--- src/rtl/bus_xfer_ctrl_if.sv ---
// Request/response and tri-state bus-interface signals of the transfer controller.
// slave is the controller's view; master is the requester/bus-side view.
interface bus_xfer_ctrl_if;
    logic       wr_req;
    logic [7:0] wr_data;
    logic       rd_req;
    logic       wr_ack;
    logic [7:0] rd_data;
    logic       rd_valid;
    logic       busy;
    logic       send;
    logic [7:0] data_to_bus;
    logic       rcv;
    logic [7:0] data_from_bus;

    modport slave (
        input  wr_req,
        input  wr_data,
        input  rd_req,
        input  data_from_bus,
        output wr_ack,
        output rd_data,
        output rd_valid,
        output busy,
        output send,
        output data_to_bus,
        output rcv
    );

    modport master (
        output wr_req,
        output wr_data,
        output rd_req,
        output data_from_bus,
        input  wr_ack,
        input  rd_data,
        input  rd_valid,
        input  busy,
        input  send,
        input  data_to_bus,
        input  rcv
    );
endinterface

--- src/rtl/bus_xfer_ctrl.sv ---
// Half-duplex single-byte transfer sequencer for an 8-bit tri-state bus interface.
// One DRIVE or SAMPLE cycle per transfer, then TURN_CYC idle turnaround cycles.
module bus_xfer_ctrl #(
    parameter int unsigned TURN_CYC = 1
) (
    input logic             clk,
    input logic             reset,
    bus_xfer_ctrl_if.slave  xfer
);

    typedef enum logic [1:0] {StIdle, StDrive, StSample, StTurn} state_e;

    state_e     state_q, state_d;
    logic [3:0] cnt_q, cnt_d;
    logic       last_wr_q, last_wr_d;
    logic       grant_wr, grant_rd;

    logic       send_q;
    logic       rcv_q;
    logic       wr_ack_q;
    logic       rd_valid_q;
    logic       busy_q;
    logic [7:0] data_to_bus_q;
    logic [7:0] rd_data_q;

    localparam logic [3:0] TurnLoad = 4'(TURN_CYC - 1);

    // On a tie, grant whichever type was not served last.
    always_comb begin
        grant_wr = xfer.wr_req && !(xfer.rd_req && last_wr_q);
        grant_rd = xfer.rd_req && !grant_wr;
    end

    always_comb begin
        state_d   = state_q;
        cnt_d     = cnt_q;
        last_wr_d = last_wr_q;
        unique case (state_q)
            StIdle: begin
                if (grant_wr) begin
                    state_d = StDrive;
                end else if (grant_rd) begin
                    state_d = StSample;
                end
            end
            StDrive: begin
                state_d   = StTurn;
                cnt_d     = TurnLoad;
                last_wr_d = 1'b1;
            end
            StSample: begin
                state_d   = StTurn;
                cnt_d     = TurnLoad;
                last_wr_d = 1'b0;
            end
            StTurn: begin
                if (cnt_q == 4'd0) begin
                    state_d = StIdle;
                end else begin
                    cnt_d = cnt_q - 4'd1;
                end
            end
            default: state_d = StIdle;
        endcase
    end

    // Outputs are registered decodes of the next state so they line up with it.
    always_ff @(posedge clk) begin
        if (!reset) begin
            state_q       <= StIdle;
            cnt_q         <= 4'd0;
            last_wr_q     <= 1'b0;
            send_q        <= 1'b0;
            rcv_q         <= 1'b0;
            wr_ack_q      <= 1'b0;
            rd_valid_q    <= 1'b0;
            busy_q        <= 1'b0;
            data_to_bus_q <= 8'h00;
            rd_data_q     <= 8'h00;
        end else begin
            state_q    <= state_d;
            cnt_q      <= cnt_d;
            last_wr_q  <= last_wr_d;
            send_q     <= (state_d == StDrive);
            wr_ack_q   <= (state_d == StDrive);
            rcv_q      <= (state_d == StSample);
            busy_q     <= (state_d != StIdle);
            rd_valid_q <= (state_q == StSample);
            if (state_q == StSample) begin
                rd_data_q <= xfer.data_from_bus;
            end
            if ((state_q == StIdle) && (state_d == StDrive)) begin
                data_to_bus_q <= xfer.wr_data;
            end
        end
    end

    assign xfer.send        = send_q;
    assign xfer.rcv         = rcv_q;
    assign xfer.wr_ack      = wr_ack_q;
    assign xfer.rd_valid    = rd_valid_q;
    assign xfer.busy        = busy_q;
    assign xfer.data_to_bus = data_to_bus_q;
    assign xfer.rd_data     = rd_data_q;

endmodule

--- src/flat_wrapper.sv ---
// flat-port wrapper written by rule: the top's interface ports become plain ports
module bus_xfer_ctrl_flat 
#(
    parameter int unsigned TURN_CYC = 1
)
  (clk, reset, xfer_wr_req, xfer_wr_data, xfer_rd_req, xfer_data_from_bus, xfer_wr_ack, xfer_rd_data, xfer_rd_valid, xfer_busy, xfer_send, xfer_data_to_bus, xfer_rcv);
  bus_xfer_ctrl_if xfer_i ();
  input logic clk;
  input logic reset;
  input wire logic [$bits(xfer_i.wr_req)-1:0] xfer_wr_req;
  input wire logic [$bits(xfer_i.wr_data)-1:0] xfer_wr_data;
  input wire logic [$bits(xfer_i.rd_req)-1:0] xfer_rd_req;
  input wire logic [$bits(xfer_i.data_from_bus)-1:0] xfer_data_from_bus;
  output wire logic [$bits(xfer_i.wr_ack)-1:0] xfer_wr_ack;
  output wire logic [$bits(xfer_i.rd_data)-1:0] xfer_rd_data;
  output wire logic [$bits(xfer_i.rd_valid)-1:0] xfer_rd_valid;
  output wire logic [$bits(xfer_i.busy)-1:0] xfer_busy;
  output wire logic [$bits(xfer_i.send)-1:0] xfer_send;
  output wire logic [$bits(xfer_i.data_to_bus)-1:0] xfer_data_to_bus;
  output wire logic [$bits(xfer_i.rcv)-1:0] xfer_rcv;
  assign xfer_i.wr_req = xfer_wr_req;
  assign xfer_i.wr_data = xfer_wr_data;
  assign xfer_i.rd_req = xfer_rd_req;
  assign xfer_i.data_from_bus = xfer_data_from_bus;
  assign xfer_wr_ack = xfer_i.wr_ack;
  assign xfer_rd_data = xfer_i.rd_data;
  assign xfer_rd_valid = xfer_i.rd_valid;
  assign xfer_busy = xfer_i.busy;
  assign xfer_send = xfer_i.send;
  assign xfer_data_to_bus = xfer_i.data_to_bus;
  assign xfer_rcv = xfer_i.rcv;
  bus_xfer_ctrl #(.TURN_CYC(TURN_CYC)) u_core (.clk(clk), .reset(reset), .xfer(xfer_i));
endmodule
--- config.mk ---
export PLATFORM = sky130hd
export DESIGN_NAME = bus_xfer_ctrl_flat
export DESIGN_NICKNAME = d
export VERILOG_FILES = /design/src/rtl/bus_xfer_ctrl_if.sv /design/src/rtl/bus_xfer_ctrl.sv /design/src/flat_wrapper.sv
export SDC_FILE = /design/constraint.sdc
export NUM_CORES = 1
export LEC_CHECK = 0
export BUFFER_PORTS_ARGS = -buffer_cell sky130_fd_sc_hd__buf_2
export CORE_MARGIN = 2
export CORE_UTILIZATION = 40
export DETAILED_ROUTE_END_ITERATION = 6
export HOLD_SLACK_MARGIN = 0.03
export PLACE_DENSITY = 0.75
export SYNTH_ARGS = -nofsm -noshare
export SYNTH_HDL_FRONTEND = slang
export SYNTH_SLANG_ARGS = --single-unit
--- constraint.sdc ---
create_clock -name clk -period 1.9 [get_ports clk]
set_clock_uncertainty 0.2 [all_clocks]
set_input_delay 0.19 -clock clk [delete_from_list [all_inputs] [get_ports clk]]
set_output_delay 0.19 -clock clk [all_outputs]
set_load 0.01 [all_outputs]
==> flow_summary.json <==
{
  "status": "complete, no violations",
  "timing.critical_path.arrival_ps": 1890,
  "num-nets-final": 212,
  "grt_start_max_net_pins": 32,
  "initial_utilization": 0.425,
  "timing.final.max_slew_violations": 0,
  "post_route_cells_drive_above_1_share": 0.346,
  "timing.final.ws_setup_ps": 65.4,
  "synth-seq-cells": 27,
  "critPathKind": "reg -> reg",
  "final_min_period_over_clock_period": 0.966,
  "place_congestion": 0.862,
  "synth_xor_xnor_area_share": 0.00748,
  "clk_pin_slew_ps": 140,
  "synth-seq-area-share": 0.462,
  "cap_violations": 0,
  "timing.final.setup_violations": 0,
  "syn-instance-count": 121,
  "period_needed_ps": 1830,
  "min_to": "u_core.xfer.data_to_bus[3]",
  "cts_made_buffers": 3,
  "hold-path-cell-count": 3,
  "synth_fp_nets": 147,
  "worst_hold_path_type": "in -> reg",
  "critical_path_launch_point_type": "flip-flop",
  "avgRoutedWirePerCell_um": 12.1,
  "post_synth_fa_ha_maj_area_fraction": 0.0641,
  "max_freq_mhz": 545,
  "cts_max_path_buffers": 2,
  "yosys.cell_count.top_type": "dfxtp_1",
  "via_count": 1042,
  "ant_nets": 0,
  "cell_types_occupying_the_most_area_after_synthesis": "dfxtp_1 (46%), mux2i_1 (15%), ha_1 (6.4%)",
  "number_of_flops_mapped_to_enable_cells_by_yosys": 0,
  "tritoncts": "built",
  "route.detailed.drc": 0,
  "ys_types": 26,
  "rr_endpoint": "u_core.xfer.data_to_bus[5]",
  "grt_usage": 0.161,
  "worstPathMaxFanout": 8,
  "critical_path_cell_sequence": "inv_2 > ha_4 > nor3_1 > a21o_1 > nor3_4 > buf_12 > mux2i_1",
  "grt_pass1_wl_um": 4160,
  "main_combinational_cell_family_by_area_after_synthesis": "simple AND/OR/NAND/NOR gates",
  "hold_violations": 0,
  "die_x_um": 58.1,
  "io_pins": 41,
  "antenna-diode-count": 0,
  "synthesis.area_per_instance_um2": 9.68,
  "final_cell_count_no_fill": 216,
  "pwrdens_mw_per_mm2": 1380,
  "number_of_global_route_vias_before_repair": 978,
  "design.die.area_mm2": 0.00338,
  "timing.reg2reg.worst_path_depth": 7,
  "yosys_top_cell_area_share": 0.462,
  "detailedRoute.firstIterationViolations": 12,
  "placement.setup.worst_slack_ps": -17.4,
  "areaGrowthSynthToFinish_pct": 46.7,
  "ys_async_sr_fraction": 0,
  "rr_startpoint": "u_core.state_q[1]",
  "irDropWorstVdd_uv": 1010,
  "synthesis.yosys.warnings": 0,
  "viasPerCell": 4.82,
  "synth_compound_gate_area_share": 0.0769,
  "post-synth-top-area-cell": "dfxtp_1",
  "grt_remaining_overflow": 0,
  "fp-row-count": 19,
  "ys.flop_type": "dfxtp_1",
  "antenna_found_initial": 0,
  "drt_pre_antenna_iters": 4,
  "clk_latency_ps": 320,
  "crit_path_end_kind": "flip-flop",
  "area_of_the_core_mm2": 0.00276,
  "r2r_setup_slack_ps": 70,
  "cp-startpoint": "u_core.state_q[1]",
  "worst_slew_pin_tran_ps": 426,
  "synth-simple-area-share": 0.206,
  "cell_area_after_technology_mapping_mm2": 0.00117,
  "hold_path_startpoint": "reset",
  "hpwl_um": 1680,
  "postRouteWirelength_um": 2620,
  "io_buffers": 40,
  "slowest_delay_ps": 390,
  "synthTopCellsByCount": "dfxtp_1 (27), nand2_1 (18), mux2i_1 (17)",
  "numClockSinks": 27,
  "grt_setup_unrepaired": "yes",
  "leakagePower_uw": 0.000778,
  "muxShareOfSynthArea": 0.145,
  "htree_num_levels": 1,
  "slowest_stage": "dfxtp_4",
  "max-slew-margin-rel": 0.713,
  "die_y_um": 58.1,
  "dp.cells": 194,
  "cts_root_buf": "clkbuf_4",
  "critical_path_required_ps": 1950
}
==> report_power, final <==
part | internal (µW) | switching, µW
Sequential | 732 | 80.9
Combinational | 676 | 634
Clock | 78.9 | 165
==> per-stage QoR <==
stage	total power, µW	TNS, ps	hold WS [ps]	util	cell area [µm²]
3_5_place_dp	1930	-17.4	251	0.534	1470
3_3_place_gp	1900	0	239	0.534	1470
6_report	2370	0	118	0.623	1720
4_1_cts	2200	0	104	0.603	1660
5_1_grt	2530	-25.7	144	0.623	1720
2_1_floorplan	1540	0	132	-	1190
==> registers in the layout, indices dropped and copies added, names as in the netlist <==
register,cells
u_core.xfer.rcv,1
u_core.last_wr_q,1
u_core.state_q,2
u_core.xfer.rd_data,8
u_core.cnt_q,4
u_core.xfer.data_to_bus,8
u_core.xfer.wr_ack,1
u_core.xfer.busy,1
u_core.xfer.rd_valid,1
==> timing repair <==
action / in CTS / in global routing
hold endpoints to repair: 16 / 0
resized for setup: 1 / 9
hold buffers: 16 / 0
pin swaps: 0 / 3
setup endpoints to repair: 6 / 8
setup buffers: 0 / 2
==> how the worst max path moves through the flow <==
stage / endpoint / slack (ps) / depth (start not counted)
2_1_floorplan: u_core.xfer.data_to_bus[0] / 0.4 / 6
3_3_place_gp: u_core.xfer.data_to_bus[3] / 60 / 7
3_5_place_dp: u_core.xfer.data_to_bus[5] / -20 / 7
4_1_cts: u_core.xfer.data_to_bus[4] / 6 / 7
5_1_grt: u_core.xfer.data_to_bus[4] / -30 / 7
6_report: u_core.xfer.data_to_bus[5] / 70 / 7
==> placed cells by master (no fill, tap or decap), types with 2 or more instances in the layout <==
cell type | netlist | routed
buf_2 | 0 | 40
dfxtp_1 | 27 | 25
nand2_1 | 18 | 18
mux2i_1 | 17 | 17
dlygate4sd3_1 | 0 | 16
nor2b_1 | 10 | 10
buf_4 | 1 | 7
inv_1 | 6 | 4
and2_1 | 4 | 4
ha_1 | 6 | 4
nor3_1 | 4 | 3
clkbuf_4 | 0 | 3
inv_2 | 0 | 2
nand2b_1 | 2 | 2
nor3_4 | 1 | 2
o31ai_1 | 3 | 2
nand3_1 | 2 | 2
o21ai_0 | 3 | 2
nor2_1 | 2 | 2
ha_4 | 0 | 2
buf_12 | 0 | 2
==> critical path: cells and delay by family (launching register included) <==
family          cells  cell delay [ps]
simple gates        2              270
buf+inv             2              210
flops               1              390
compound gates      1              200
mux                 1              190
fa+ha+maj           1              290
==> metal layers <==
layer / share of wire / GRT usage / vias to the layer above
met1: 0.44 / 0.193 / 481
met2: 0.52 / 0.289 / 24
met4: 0.014 / 0.0598 / 0
li1: - / - / 533
met5: 0 / 0 / -
met3: 0.032 / 0.0223 / 4
==> kinds of logic (layout without fill, tap and decap cells) <==
group | Yosys count | count (layout)
simple gates | 46 | 46
flops | 27 | 27
mux | 17 | 17
compound gates | 13 | 13
buf+inv | 11 | 75
fa+ha+maj | 6 | 6
xor+xnor | 1 | 1
==> cell type report <==
type	count	area [µm²]
fillers	211	1040
multi-input cells	83	631
flip-flops and latches	27	546
repair buffers	65	453
well taps	31	38.8
clock buffers	3	22.5
inverters	6	22.5
clock inverters	1	5.00
Power figures use the tool's default switching activity.
